==> config.mk <==
export PLATFORM = sky130hd
export DESIGN_NAME = fifo_frame_reader
export DESIGN_NICKNAME = d
export VERILOG_FILES = /design/src/rtl/fifo_frame_reader_pkg.sv /design/src/rtl/stream_skid_buffer.sv /design/src/rtl/fifo_frame_reader.sv
export SDC_FILE = /design/constraint.sdc
export NUM_CORES = 1
export LEC_CHECK = 0
export BUFFER_PORTS_ARGS = -buffer_cell sky130_fd_sc_hd__buf_2
export CORE_AREA = 3 3 124 126
export CTS_BUF_LIST = sky130_fd_sc_hd__clkbuf_4
export DETAILED_ROUTE_END_ITERATION = 8
export DIE_AREA = 0 0 127 129
export HOLD_SLACK_MARGIN = 0.12
export PLACE_DENSITY = 0.67
export SYNTH_ARGS = -nofsm -noshare
export SYNTH_HDL_FRONTEND = slang
export SYNTH_SLANG_ARGS = --single-unit
==> constraint.sdc <==
create_clock -name clk_i -period 4.6 [get_ports clk_i]
set_input_delay 0.46 -clock clk_i [delete_from_list [all_inputs] [get_ports clk_i]]
set_output_delay 0.46 -clock clk_i [all_outputs]
set_load 0.005 [all_outputs]
==> src/rtl/fifo_frame_reader_pkg.sv <==
// Shared types and header-field layout for the FIFO frame reader.
package fifo_frame_reader_pkg;

    typedef enum logic [1:0] {
        ST_IDLE    = 2'd0,
        ST_HDR     = 2'd1,
        ST_PAYLOAD = 2'd2
    } frame_state_e;

    localparam int unsigned HDR_LEN_LSB   = 0;
    localparam int unsigned HDR_LEN_WIDTH = 11;

endpackage

==> src/rtl/stream_skid_buffer.sv <==
// Two-entry output FIFO; the head entry drives the stream outputs directly.
module stream_skid_buffer #(
    parameter int unsigned P_DATA_WIDTH = 32
) (
    input  logic                      clk_i,
    input  logic                      rst_ni,
    input  logic                      in_valid_i,
    input  logic [P_DATA_WIDTH-1:0]   in_data_i,
    input  logic [P_DATA_WIDTH/8-1:0] in_keep_i,
    input  logic                      in_last_i,
    output logic                      out_valid_o,
    input  logic                      out_ready_i,
    output logic [P_DATA_WIDTH-1:0]   out_data_o,
    output logic [P_DATA_WIDTH/8-1:0] out_keep_o,
    output logic                      out_last_o,
    output logic [1:0]                count_o
);

    localparam int unsigned EW = P_DATA_WIDTH + P_DATA_WIDTH/8 + 1;

    logic [EW-1:0] e0_q, e1_q;
    logic [EW-1:0] in_entry;
    logic [1:0]    count_q;
    logic          pop, push;

    assign in_entry = {in_last_i, in_keep_i, in_data_i};
    assign pop      = (count_q != 2'd0) && out_ready_i;
    // A write into a full buffer is dropped unless the head leaves this cycle.
    assign push     = in_valid_i && ((count_q != 2'd2) || pop);

    always_ff @(posedge clk_i or negedge rst_ni) begin
        if (!rst_ni) begin
            count_q <= 2'd0;
            e0_q    <= '0;
            e1_q    <= '0;
        end else begin
            case ({push, pop})
                2'b10: begin
                    if (count_q == 2'd0) e0_q <= in_entry;
                    else                 e1_q <= in_entry;
                    count_q <= count_q + 2'd1;
                end
                2'b01: begin
                    e0_q    <= e1_q;
                    count_q <= count_q - 2'd1;
                end
                2'b11: begin
                    if (count_q == 2'd1) begin
                        e0_q <= in_entry;
                    end else begin
                        e0_q <= e1_q;
                        e1_q <= in_entry;
                    end
                end
                default: ;
            endcase
        end
    end

    assign out_valid_o = (count_q != 2'd0);
    assign {out_last_o, out_keep_o, out_data_o} = e0_q;
    assign count_o     = count_q;

endmodule

==> src/rtl/fifo_frame_reader.sv <==
// Reads length-prefixed frames from a non-FWFT FIFO and emits them as a keep/last stream.
//   state      | meaning
//   ST_IDLE    | no frame active; issues a header read when room allows
//   ST_HDR     | header read issued, header data valid this cycle
//   ST_PAYLOAD | fetching payload words until the last one is accepted
module fifo_frame_reader
    import fifo_frame_reader_pkg::*;
#(
    parameter int unsigned P_DATA_WIDTH = 32,
    parameter int unsigned P_LEN_WIDTH  = HDR_LEN_WIDTH
) (
    input  logic                      clk_i,
    input  logic                      rst_ni,
    output logic                      fifo_rd_o,
    input  logic [P_DATA_WIDTH-1:0]   fifo_data_i,
    input  logic                      fifo_empty_i,
    output logic                      tvalid_o,
    input  logic                      tready_i,
    output logic [P_DATA_WIDTH-1:0]   tdata_o,
    output logic [P_DATA_WIDTH/8-1:0] tkeep_o,
    output logic                      tlast_o,
    output logic                      busy_o,
    output logic [15:0]               frame_cnt_o,
    output logic                      len_err_o
);

    localparam int unsigned B  = P_DATA_WIDTH / 8;
    localparam int unsigned LW = P_LEN_WIDTH + 1;

    frame_state_e     state_q, state_d;
    logic             rd_q, run_q;
    logic [LW-1:0]    reads_left_q, reads_left_d;
    logic [LW-1:0]    words_left_q, words_left_d;
    logic [B-1:0]     last_keep_q, last_keep_d;
    logic [15:0]      frame_cnt_q;

    logic [P_LEN_WIDTH-1:0] hdr_len, hdr_rem;
    logic [LW-1:0]          hdr_words;
    logic [B-1:0]           hdr_keep;
    logic [1:0]             occ;
    logic [2:0]             load;
    logic                   pop, push, rd_ok, fifo_rd, len_err, frame_done;
    logic                   push_last;
    logic [B-1:0]           push_keep;

    assign hdr_len   = fifo_data_i[HDR_LEN_LSB +: P_LEN_WIDTH];
    assign hdr_words = ({1'b0, hdr_len} + LW'(B - 1)) / LW'(B);
    assign hdr_rem   = hdr_len % P_LEN_WIDTH'(B);

    always_comb begin
        hdr_keep = '0;
        for (int i = 0; i < B; i++) begin
            hdr_keep[i] = (hdr_rem == '0) || (P_LEN_WIDTH'(i) < hdr_rem);
        end
    end

    // Room counts the word leaving this cycle, which keeps one word per cycle flowing.
    assign pop   = tvalid_o && tready_i;
    assign load  = {1'b0, occ} + {2'b00, rd_q} - {2'b00, pop};
    assign rd_ok = run_q && !fifo_empty_i && (load < 3'd2);

    assign push      = rd_q && (state_q == ST_PAYLOAD);
    assign push_last = (words_left_q == LW'(1));
    assign push_keep = push_last ? last_keep_q : '1;

    always_comb begin
        state_d      = state_q;
        fifo_rd      = 1'b0;
        len_err      = 1'b0;
        frame_done   = 1'b0;
        reads_left_d = reads_left_q;
        words_left_d = push ? words_left_q - LW'(1) : words_left_q;
        last_keep_d  = last_keep_q;
        case (state_q)
            ST_IDLE: begin
                if (rd_ok) begin
                    fifo_rd = 1'b1;
                    state_d = ST_HDR;
                end
            end
            ST_HDR: begin
                if (hdr_len == '0) begin
                    len_err = 1'b1;
                    state_d = ST_IDLE;
                end else begin
                    state_d      = ST_PAYLOAD;
                    words_left_d = hdr_words;
                    last_keep_d  = hdr_keep;
                    reads_left_d = hdr_words;
                    if (rd_ok) begin
                        fifo_rd      = 1'b1;
                        reads_left_d = hdr_words - LW'(1);
                    end
                end
            end
            ST_PAYLOAD: begin
                if (pop && tlast_o) begin
                    frame_done = 1'b1;
                    state_d    = ST_IDLE;
                    if (rd_ok) begin
                        fifo_rd = 1'b1;
                        state_d = ST_HDR;
                    end
                end else if ((reads_left_q != '0) && rd_ok) begin
                    fifo_rd      = 1'b1;
                    reads_left_d = reads_left_q - LW'(1);
                end
            end
            default: state_d = ST_IDLE;
        endcase
    end

    always_ff @(posedge clk_i or negedge rst_ni) begin
        if (!rst_ni) begin
            state_q      <= ST_IDLE;
            rd_q         <= 1'b0;
            run_q        <= 1'b0;
            reads_left_q <= '0;
            words_left_q <= '0;
            last_keep_q  <= '0;
            frame_cnt_q  <= '0;
        end else begin
            state_q      <= state_d;
            rd_q         <= fifo_rd;
            run_q        <= 1'b1;
            reads_left_q <= reads_left_d;
            words_left_q <= words_left_d;
            last_keep_q  <= last_keep_d;
            if (frame_done) frame_cnt_q <= frame_cnt_q + 16'd1;
        end
    end

    stream_skid_buffer #(
        .P_DATA_WIDTH (P_DATA_WIDTH)
    ) u_skid (
        .clk_i       (clk_i),
        .rst_ni      (rst_ni),
        .in_valid_i  (push),
        .in_data_i   (fifo_data_i),
        .in_keep_i   (push_keep),
        .in_last_i   (push_last),
        .out_valid_o (tvalid_o),
        .out_ready_i (tready_i),
        .out_data_o  (tdata_o),
        .out_keep_o  (tkeep_o),
        .out_last_o  (tlast_o),
        .count_o     (occ)
    );

    assign fifo_rd_o   = fifo_rd;
    assign len_err_o   = len_err;
    assign busy_o      = (state_q != ST_IDLE);
    assign frame_cnt_o = frame_cnt_q;

endmodule

# After elaboration in Yosys (flattened, before gate mapping)
# Cells that the tools add are included.
dict set report op_classes {
  addsub 9
  order_cmp 5
  eq_ne 16
  muxes 30
  bitwise_logic 1
  reduce_logical 29
}
# cell count
set ops {}
lappend ops {{37-bit two-way mux} 4}
lappend ops {{37-bit case mux with 3 select lines} 1}
lappend ops {{12-bit two-way mux} 7}
lappend ops {{37-bit case mux with 2 select lines} 1}
lappend ops {{12-bit case mux with 2 select lines} 1}
lappend ops {{12-bit by 1-bit subtractor with 12-bit output, second input constant} 2}
lappend ops {{11-bit logical NOT} 2}
lappend ops {{16-bit by 1-bit adder with 16-bit output, second input constant} 1}
lappend ops {{11-bit by 2-bit adder with 12-bit output, second input constant} 1}
lappend ops {{12-bit by 1-bit == test with 1-bit output, second input constant} 1}
lappend ops {{2-bit inequality test, second input constant} 6}
lappend ops {{12-bit nonzero test} 1}
lappend ops {{10-bit by 1-bit subtractor with 11-bit output, second input constant} 1}
lappend ops {{2-bit nonzero test} 5}
lappend ops {{1-bit two-way mux} 9}
lappend ops {{1-bit logical AND} 7}
lappend ops {{2-bit by 1-bit == test with 1-bit output, second input constant} 3}
lappend ops {{2-bit == test, second input constant} 3}
lappend ops {{2-bit two-way mux} 3}
lappend ops {{2-bit by 1-bit inequality test with 1-bit output, second input constant} 3}
lappend ops {{2-bit case mux with 3 select lines} 1}
lappend ops {{2-bit AND reduction} 3}
lappend ops {{1-bit logical OR} 5}
lappend ops {{2-bit logical NOT} 2}
lappend ops {{other kinds (15)} 17}
dict set report totals {
  regBits 124
  in_bits 36
  out_inout_bits 57
  elab_cells 100
}

# Logic depth before layout (Yosys ltp)
dict set report depth {
  ltp_word 9
  mapped_depth 13
  depth_no_buf 11
}

# Hierarchy
# A second synthesis with hierarchy kept.
dict set report hier_totals {
  hier_cells 650
  hier_area_um2 6710.2
}
# module instances cells_per_inst area_each_um2 seq_area_each_um2
set modules_own_cells {}
lappend modules_own_cells {stream_skid_buffer 1 312 3540.9 1901.8}
lappend modules_own_cells {fifo_frame_reader 1 338 3169.3 1201.2}

# Worst setup path before layout
# No wires, ideal clock.
dict set report synth_timing {
  path_type {register -> register}
  from {reg u_skid.count_q[1] (netlist: u_skid.count_o[1])}
  to {reg reads_left_q[9]}
  setup_time_ns 0.087
  arrival_ns 3.246
  t_required_ns 4.513
  slack_ns 1.267
  stages_incl_launch_ff 13
  n_path_buf 1
  period_less_slack_ns 3.333
  cell_sequence {dfrtp_1 -> inv_1 -> ha_1 -> nor2b_1 -> clkbuf_1 -> ha_1 -> nand2b_1 -> fa_1 -> xnor2_1 -> nand3_2 -> or3_4 -> or4_1 -> o211ai_1}
}
dict set report synth_via {
  elab_chain_len 8
  word_cells_on_any_way 14
  cone_classes {add/sub (2); order compare (1); eq/ne (2); mux (3); reduce/logical (6)}
}
# element line
set synth_lines {}
lappend synth_lines {{start: declaration} stream_skid_buffer.sv:23} ;# logic [1:0] count_q;
lappend synth_lines {{start signal: assignment} stream_skid_buffer.sv:41} ;# count_q <= count_q + 2'd1;
lappend synth_lines {{start signal: assignment} stream_skid_buffer.sv:45} ;# count_q <= count_q - 2'd1;
lappend synth_lines {{branches (longest 8 deep; another with 2-bit by 1-bit adder with 3-bit output)} n/a}
lappend synth_lines {{end signal: assignment} fifo_frame_reader.sv:126} ;# reads_left_q <= reads_left_d;
lappend synth_lines {{end: declaration} fifo_frame_reader.sv:32} ;# logic [LW-1:0] reads_left_q, reads_left_d;
# Parallel ways; which one is timed is not known. The select of a mux whose other input is x is not followed.
# A chain may end at the register's enable or synchronous reset.

# Final worst setup path
dict set report layout_timing {
  from {reg u_skid.count_q[1] (netlist: u_skid.count_o[1])}
  to {out fifo_rd_o}
}
dict set report layout_via {
  elab_chain_len 9
  word_cells_on_any_way 13
  cone_classes {add/sub (2); order compare (1); mux (5); reduce/logical (5)}
}
# element line
set layout_lines {}
lappend layout_lines {{branches (longest 8 deep; another with 2-bit by 1-bit adder with 3-bit output)} n/a}
lappend layout_lines {{1-bit case mux with 3 select lines *} fifo_frame_reader.sv:74} ;# case (state_q)
lappend layout_lines {{end: declaration} fifo_frame_reader.sv:14} ;# output logic fifo_rd_o,
# Every way passes the cells marked *.

==> metrics.txt <==
GPL Wtd Cong roughly 0.83; combined area of the multi-input logic cells 3130 sq um; EDFF count, synth 0; crit path kind reg2out; vias per inst 5.47; Final ANT Viol Nets 0; hold crit path type in2reg; # IOs a little over 90; Avg Inst Size Synth 10.4 sq um; hpwl dp 10000 um; final WL roughly 14000 um; global-route wire length before repair 24500 um; fillers approximately 1400; post-route core utilization 0.510; CP Capture Type primary output; Starting DRT DRC Count about 290; PD cells 551 nW/um^2; DRC Markers 0; Yosys reg bits 124; 1st-pass router iterations 5; Leak Pwr approximately 3.3 nW; syn_nets 668; Sink Count 124; IO Port Bufs around 90; share of cells above drive strength 1 0.249; Clock Latency Late Sink 530 ps; WL per Instance 16.0 um; Max Freq 241 MHz; Core Area roughly 14000 sq um; Worst-path clk slew approximately 110 ps; antenna cells 0; Worst Tran Pin Value 1220 ps; commonest non-fill, non-tap cell in the layout dfrtp_1; Startpoint Class register; flop2flop setup slack 860 ps; Hold Crit Depth 2; Worst Path Required 4140 ps; Syn. warnings 0; Initial Utilization 0.447; # rows 44; clock buffer depth 2; Max Cap Viol 0; initial antenna violation count 0; RSZ-0062 raised after global routing no; Die Ht between 100 and 150 um; Final Cycle Share 0.903; Mapped Cells between 600 and 700; die area 16400 sq um; Synth Flop Type dfrtp_1; DIE WIDTH 127 um; fraction of registers with async set/reset 1.00; Slew Limit Headroom 0.190; Worst Skew 20.4 ps; CTS Root Cell clkbuf_4; outcome finished, final reports clean; min-delay src fifo_data_i[26]; Min Clock Period, post-route around 4200 ps; register area share after synthesis 0.481; Layout area overhead 14.1%; cts bufs inserted 17; R2R Path End reads_left_q[9]$_DFFE_PN0P_; commonest non-fill, non-tap cells in the layout 124 x dfrtp_1, 91 x buf_2, 71 x nor2_1, 52 x a21oi_1, 36 x mux2i_1; R2R Path Start u_skid.count_o[1]$_DFFE_PN0P_; Finish-stage setup viols 0; CTS H-tree lvls 4; DP Cell Count 868; Setup TNS 0 ps; Total GRT Usage 0.185; FF+latch area 3100 sq um; Mapped Area 6440 sq um; fin nets between 700 and 800; final cell count without fillers approximately 900; CTS tree yes; Peak VDD IR 317 uV; Slew Limit Fails 0; global route overflow 0; hold path endpoint u_skid.e1_q[26]$_DFFE_PN0P_; Final Hold Viols 0; Reg2Reg Depth 11; crit path DAT 3690 ps; via count 4934; crit path max fanout 8; number of global-route vias before repair approximately 5000; post-synth cell types 75; largest net degree at the start of global routing 59
[per-stage QoR]
step,hold WS (ps),power (mW),setup slack (ps),area (sq um)
after floorplan,164,2.78,1270,6440
after global placement,453,3.22,1040,7030
after detailed placement,468,3.29,891,7030
after CTS,121,4.09,388,7330
after global routing,121,4.39,6.37,7350
final,169,4.05,448,7350
[synthesized netlist by cell type, types with 14 or more instances]
master / number / area (sq um)
xor2_1: 16 / 140
nand2_1: 29 / 109
o21ai_0: 17 / 85.1
nor2_1: 71 / 267
xnor2_1: 24 / 210
buf_2: 17 / 85.1
mux2_2: 34 / 383
nor3_1: 14 / 70.1
mux2i_1: 36 / 360
a21oi_1: 52 / 260
dfrtp_1: 124 / 3100
inv_1: 16 / 60.1
[area by class of cell]
cell class,instances,share of cell area
Clock buffer,18,0.0184
Clock inverter,12,0.0201
Inverter,16,0.00817
Multi-Input combinational cell,446,0.425
Sequential cell,124,0.422
Tap cell,184,0.0313
Timing Repair Buffer,102,0.0746
[sequential cells by signal, indices dropped and copies added (netlist names)]
register and cells:
u_skid.e0_q 37, run_q 1, reads_left_q 12, rd_q 1, last_keep_q 4, u_skid.count_o 2
state_q 2, frame_cnt_o 16, words_left_q 12, u_skid.e1_q 37
[worst max path at each step]
stage,endpoint,start,slack [ps],depth (start not counted)
after floorplan,reads_left_q[9]$_DFFE_PN0P_,u_skid.count_o[1]$_DFFE_PN0P_,1270,12
after global placement,reads_left_q[9]$_DFFE_PN0P_,u_skid.count_o[1]$_DFFE_PN0P_,1040,11
after detailed placement,reads_left_q[9]$_DFFE_PN0P_,u_skid.count_o[1]$_DFFE_PN0P_,890,11
after CTS,fifo_rd_o,u_skid.count_o[1]$_DFFE_PN0P_,390,10
after global routing,fifo_rd_o,u_skid.count_o[1]$_DFFE_PN0P_,6,10
final,fifo_rd_o,u_skid.count_o[1]$_DFFE_PN0P_,450,10
[kinds of logic after synthesis]
| group | after synthesis | synth area share |
|---|---|---|
| AOI/OAI and AO/OA | 121 | 0.123 |
| adders and majority gates | 12 | 0.0245 |
| and+or+nand+nor | 201 | 0.164 |
| xor gates and xnor gates | 41 | 0.0569 |
| muxes | 70 | 0.115 |
| buffers and inverters | 50 | 0.0347 |
| other | 1 | 0.000582 |
| DFF | 124 | 0.481 |
[per-layer routing]
layer	vias to the layer above	global-route usage	part of all wire
li1	2380	-	-
met1	2431	0.243	0.46
met2	111	0.288	0.47
met3	12	0.0639	0.062
met4	0	0.0593	0.0096
met5	-	0	0
[worst max-delay path, stage by stage, from the launching register on]
cell	delay, ps
dfrtp_1	470
inv_1	120
ha_1	230
nor2b_1	410
ha_1	320
nand2b_1	150
fa_1	370
xnor2_1	350
and2_0	310
a21boi_0	270
buf_2	160
[what timing repair did]
item	CTS	global route
buffers inserted	0	0
setup endpoints to repair	0	0
hold buffers	2	2
resized for setup	0	0
hold endpoints to repair	55	2
[report_power, final]
part / total (mW) / switching, mW / internal (mW) / leakage [nW]
sequential: 1.80 / 0.292 / 1.51 / 1.53
clock: 0.784 / 0.410 / 0.374 / 0.146
combinational: 1.46 / 0.779 / 0.682 / 1.66
total: 4.05 / 1.48 / 2.57 / 3.33
(Power assumes the default switching activity.)
